--- config.mk ---
export PLATFORM = sky130hd
export DESIGN_NAME = mio_bus_gen
export DESIGN_NICKNAME = d
export VERILOG_FILES = /design/src/rtl/mio_bus_gen.sv
export SDC_FILE = /design/constraint.sdc
export NUM_CORES = 1
export LEC_CHECK = 0
export ABC_AREA = 1
export CAP_MARGIN = 20
export CORE_MARGIN = 8
export CORE_UTILIZATION = 40
export DETAILED_ROUTE_END_ITERATION = 8
export HOLD_SLACK_MARGIN = 0.03
export MAX_ROUTING_LAYER = met4
export PLACE_DENSITY = 0.8
export SYNTH_ARGS = -nofsm -noshare
export SYNTH_HDL_FRONTEND = slang
export SYNTH_SLANG_ARGS = --single-unit
--- constraint.sdc ---
create_clock -name clk -period 2.36 [get_ports clk]
set_input_delay 0.472 -clock clk [delete_from_list [all_inputs] [get_ports clk]]
set_output_delay 0.472 -clock clk [all_outputs]
set_load 0.02 [all_outputs]
--- src/rtl/mio_bus_gen.sv ---
// mio_bus_gen: CPU memory/IO bus controller with RAM latency, per-channel ready handshake and timeout.
// Define MIO_BUS_ERRCNT_EN to enable the saturating error counter on err_cnt.
module mio_bus_gen #(
    parameter int         NCH     = 4,
    parameter logic [3:0] CH_BASE = 4'hC,
    parameter int         DW      = 32,
    parameter int         RAM_AW  = 10,
    parameter int         LAW     = 8,
    parameter int         RAM_LAT = 2,
    parameter int         TO_CYC  = 16
) (
    input  logic              clk,
    input  logic              RSTN,
    input  logic              cpu_req,
    input  logic              cpu_we,
    input  logic [31:0]       cpu_addr,
    input  logic [DW-1:0]     cpu_wdata,
    output logic [DW-1:0]     cpu_rdata,
    output logic              mio_ready,
    output logic              busy,
    output logic [RAM_AW-1:0] ram_addr,
    output logic [DW-1:0]     ram_wdata,
    output logic              ram_we,
    input  logic [DW-1:0]     ram_rdata,
    output logic [LAW-1:0]    ch_addr,
    output logic [DW-1:0]     ch_wdata,
    output logic [NCH-1:0]    ch_we,
    output logic [NCH-1:0]    ch_re,
    input  logic [NCH*DW-1:0] ch_rdata,
    input  logic [NCH-1:0]    ch_ready,
    input  logic              err_clr,
    output logic              bus_err,
    output logic [7:0]        err_cnt
);
    localparam int CW = $clog2(TO_CYC > RAM_LAT ? TO_CYC : RAM_LAT) + 1;
    typedef enum logic [1:0] {IDLE, RAM_WAIT, IO_WAIT, DONE} state_t;
    state_t            state_q;
    logic [CW-1:0]     cnt_q;
    logic              we_q, mio_ready_q, ram_we_q, bus_err_q, bus_err_d;
    logic [1:0]        sel_q, idx;
    logic [DW-1:0]     cpu_rdata_q, ram_wdata_q, ch_wdata_q;
    logic [RAM_AW-1:0] ram_addr_q;
    logic [LAW-1:0]    ch_addr_q;
    logic [NCH-1:0]    ch_we_q, ch_re_q, oh;
    logic [3:0]        nib;
    logic [4:0]        off;
    logic              is_ram, is_ch, err_ev;
    logic              unused;

    assign unused = ^cpu_addr;

    always_comb begin
        nib    = cpu_addr[31:28];
        off    = {1'b0, nib} - {1'b0, CH_BASE};
        is_ram = nib == 4'h0;
        is_ch  = !is_ram && nib >= CH_BASE && off < 5'(NCH);
        idx    = off[1:0];
        oh     = NCH'(1) << idx;
        err_ev = (state_q == IDLE && cpu_req && !is_ram && !is_ch) ||
                 (state_q == IO_WAIT && !ch_ready[sel_q] && cnt_q == '0);
        bus_err_d = err_ev | (bus_err_q & ~err_clr);
    end

    always_ff @(posedge clk or negedge RSTN) begin
        if (!RSTN) begin
            state_q     <= IDLE;
            cnt_q       <= '0;
            we_q        <= 1'b0;
            sel_q       <= '0;
            mio_ready_q <= 1'b0;
            cpu_rdata_q <= '0;
            ram_addr_q  <= '0;
            ram_wdata_q <= '0;
            ram_we_q    <= 1'b0;
            ch_addr_q   <= '0;
            ch_wdata_q  <= '0;
            ch_we_q     <= '0;
            ch_re_q     <= '0;
            bus_err_q   <= 1'b0;
        end else begin
            ram_we_q    <= 1'b0;
            ch_we_q     <= '0;
            ch_re_q     <= '0;
            mio_ready_q <= 1'b0;
            bus_err_q   <= bus_err_d;
            case (state_q)
                IDLE: if (cpu_req) begin
                    we_q <= cpu_we;
                    if (is_ram) begin
                        state_q     <= RAM_WAIT;
                        cnt_q       <= CW'(RAM_LAT - 1);
                        ram_addr_q  <= cpu_addr[RAM_AW+1:2];
                        ram_wdata_q <= cpu_wdata;
                        ram_we_q    <= cpu_we;
                    end else if (is_ch) begin
                        state_q    <= IO_WAIT;
                        cnt_q      <= CW'(TO_CYC - 1);
                        sel_q      <= idx;
                        ch_addr_q  <= cpu_addr[LAW+1:2];
                        ch_wdata_q <= cpu_wdata;
                        ch_we_q    <= cpu_we ? oh : '0;
                        ch_re_q    <= cpu_we ? '0 : oh;
                    end else begin
                        state_q     <= DONE;
                        mio_ready_q <= 1'b1;
                        if (!cpu_we) cpu_rdata_q <= '0;
                    end
                end
                RAM_WAIT: if (cnt_q == '0) begin
                    state_q     <= DONE;
                    mio_ready_q <= 1'b1;
                    if (!we_q) cpu_rdata_q <= ram_rdata;
                end else cnt_q <= cnt_q - 1'b1;
                // ready is checked before the timeout, so a ready on the last cycle still completes cleanly
                IO_WAIT: if (ch_ready[sel_q] || cnt_q == '0) begin
                    state_q     <= DONE;
                    mio_ready_q <= 1'b1;
                    if (!we_q) cpu_rdata_q <= ch_ready[sel_q] ? ch_rdata[sel_q*DW +: DW] : '1;
                end else cnt_q <= cnt_q - 1'b1;
                default: state_q <= IDLE;
            endcase
        end
    end

`ifdef MIO_BUS_ERRCNT_EN
    logic [7:0] err_cnt_q, err_cnt_d;
    always_comb err_cnt_d = err_ev ? (err_clr ? 8'd1 : err_cnt_q + {7'd0, err_cnt_q != 8'hFF})
                                   : (err_clr ? 8'd0 : err_cnt_q);
    always_ff @(posedge clk or negedge RSTN) begin
        if (!RSTN) err_cnt_q <= '0;
        else       err_cnt_q <= err_cnt_d;
    end
    assign err_cnt = err_cnt_q;
`else
    assign err_cnt = 8'd0;
`endif

    assign busy      = state_q != IDLE;
    assign mio_ready = mio_ready_q;
    assign cpu_rdata = cpu_rdata_q;
    assign ram_addr  = ram_addr_q;
    assign ram_wdata = ram_wdata_q;
    assign ram_we    = ram_we_q;
    assign ch_addr   = ch_addr_q;
    assign ch_wdata  = ch_wdata_q;
    assign ch_we     = ch_we_q;
    assign ch_re     = ch_re_q;
    assign bus_err   = bus_err_q;
endmodule

==> results.toml <==
[outcome]
status = "complete, no violations"

[timing]
max_slew.worst_pin.slew_ns = 0.540
setup_viol = 0
slew_headroom = 0.640
fin_tns_setup_ns = 0
fmax_ghz = 0.464
drv_slew = 0
fin_crit_sh = 0.914
setup_ws_ns = 0.204
holdWs_ns = 0.478
rsz0062_at_grt = "no"
hold_violations = 0
finalCriticalPeriod_ns = 2.16
finClkSkew_ns = 0.0101

[layout]
final_cell_mix = "clkdlybuf4s50_1, nand2_1, nand3_1"
layout_commonest_cell = "clkdlybuf4s50_1"
area_delta_synth_final_pct = 60.1
finalNonFillerCells = 1412
finish.net_count = 1411
final_layout_size_suffix_gt1_frac = 0.124
fin_area_um2 = 11300
fin_util = 0.654

[drt]
drt_iter0_drc = 400
wl_mm = 26.3
wl_per_cell_um = 18.6
drc_errors = 0
first_pass_iters = 5
route.vias.total = 6955
ant_nets = 0
routed_via_density = 4.93

[clock_network]
cts_made_buffers = 17
insertion_delay_ns = 0.41
cts_max_path_buffers = 2
cts_tree = "done"
h-tree-depth = 4
clock-sinks = 135
clk_pin_slew_ns = 0.06
ctsRootBufferMaster = "clkbuf_16"

[synth]
syn_area_per_cell_um2 = 8.38
yosysSeqAreaShare = 0.478
synth_edf_count = 0
yosys_warnings = 0
synth_cell_types = 28
synthFlopType = "dfrtp_1"
synth_async_sr_flop_share = 1.00
syn-cell-area_um2 = 7070
synth-seq-cells = 135
synth_cells = 843

[global_route]
grt_pass1_vias = 7056
grt_pass1_wl_mm = 40.1
grt_usage = 0.241
antenna_found_initial = 1
overflow = 0
grt_start_max_net_pins = 63

[placement]
gp_congestion = 0.824
pre_cts_slack_ns = 0.114
portBuffers = 340
post_dp_cell_area_um2 = 10700
dp.cells = 1378
hpwl_mm = 19.8

[flow_run]
cap_violations = 0

[pwr]
ir_drop_mv = 0.892
p_per_area_nw_per_um2 = 1310
totalPowerFinal_mw = 14.8
p_leak_nw = 5.39

[critical_path]
worstPathArrival_ns = 1.68
cp-end-kind = "primary output"
critPathRequiredTime_ns = 1.89
crit_fanout = 4
start_kind = "flop"
slowest_delay_ns = 0.39
cp_common_cell = "inv_1"
path_cells = "inv_1, ha_1, inv_1, dlygate4sd2_1"
worstSetupPathType = "reg2out"
cp_slowest_cell = "dfrtp_1"

[die]
ios = 367
die_x_um = 149
start_util = 0.409
fp.coreArea_um2 = 17300
die_area_um2 = 22200
num_rows = 48
die_h_um = 149

[hold_path]
hp-class = "reg2reg"
## kinds of logic (layout without fill, tap and decap cells)
family | after synthesis | after routing | synth area share
multiplexers | 82 | 82 | 0.131
adder cells (fa/ha/maj) | 5 | 5 | 0.00885
AO/OA/AOI/OAI | 17 | 17 | 0.0135
other | 1 | 9 | 0.000531
flip-flops | 135 | 135 | 0.478
XOR/XNOR | 1 | 1 | 0.00124
AND/OR/NAND/NOR | 492 | 492 | 0.291
buffers and inverters | 110 | 446 | 0.0758
## what timing repair did
action                                 4_1_cts  5_1_grt
hold buffers                                 1        0
setup endpoints to repair                    1        0
resized for setup                            1        0
setup buffers                                0        0
endpoints found under the hold margin        5        0
## cell usage after synthesis (2+ instances only)
cell      number  share of area
a21oi_1        2         0.0014
buf_1          6         0.0032
buf_2         20          0.014
buf_4         14          0.015
buf_6          6         0.0096
clkbuf_1      12         0.0064
dfrtp_1      135           0.48
ha_1           5         0.0089
inv_1         51          0.027
mux2_1         2         0.0032
mux2_2        80           0.13
nand2_1      326           0.17
nand2_2        3         0.0027
nand3_1      139          0.098
nor2_1        15         0.0080
nor2_2         4         0.0035
o21ai_0       12         0.0085
## power by group
group          internal, mW  leakage, nW  switching [mW]
sequential             3.26         1.74           0.541
clock                  1.65        0.290            1.04
combinational          3.57         3.37            4.75
total                  8.48         5.39            6.32
## per-layer routing
| metal | vias to the layer above | track usage | share of wire |
|---|---|---|---|
| met1 | 3336 | 0.267 | 0.38 |
| met4 | 0 | 0.0863 | 0.030 |
| met5 | - | - | 0 |
| met2 | 225 | 0.424 | 0.54 |
| met3 | 45 | 0.0446 | 0.051 |
| li1 | 3349 | - | - |
## final timing paths
kind                               start             to  slack [ns]  cells past startpoint
max                           state_q[0]           busy        0.20                      4
max reg2reg                   state_q[0]    ram_addr[8]        0.50                      6
min                        cpu_rdata[14]  cpu_rdata[14]        0.48                      2
max in group asynchronous           RSTN   cpu_rdata[8]        1.08                      3
min reg2reg                cpu_rdata[14]  cpu_rdata[14]        0.48                      2
min in group asynchronous           RSTN    ram_addr[7]        0.59                      2
## layout make-up
cell class	instances	area (µm²)
fill	1430	5980
clock buffer	20	467
tap	225	282
clock inverter	12	140
sequential	135	3380
inverter	52	195
antenna	1	2.50
timing repair buffer	362	3660
multi-input combinational	605	3190
## worst max-delay path: cells and delay by family (launching register included)
| kind | cells | cell delay, ns |
|---|---|---|
| adder cells (fa/ha/maj) | 1 | 0.27 |
| buffers and inverters | 3 | 0.62 |
| flip-flops | 1 | 0.39 |
## sequential cells by signal, indices dropped and copies added, names as in the netlist
register   count
cpu_rdata     32
ch_addr        8
cnt_q          5
state_q        2
we_q           1
ram_addr      10
sel_q          2
ch_re          4
mio_ready      1
ram_we         1
bus_err        1
ram_wdata     32
ch_wdata      32
ch_we          4
No activity file was read; power rests on OpenSTA's default activity.
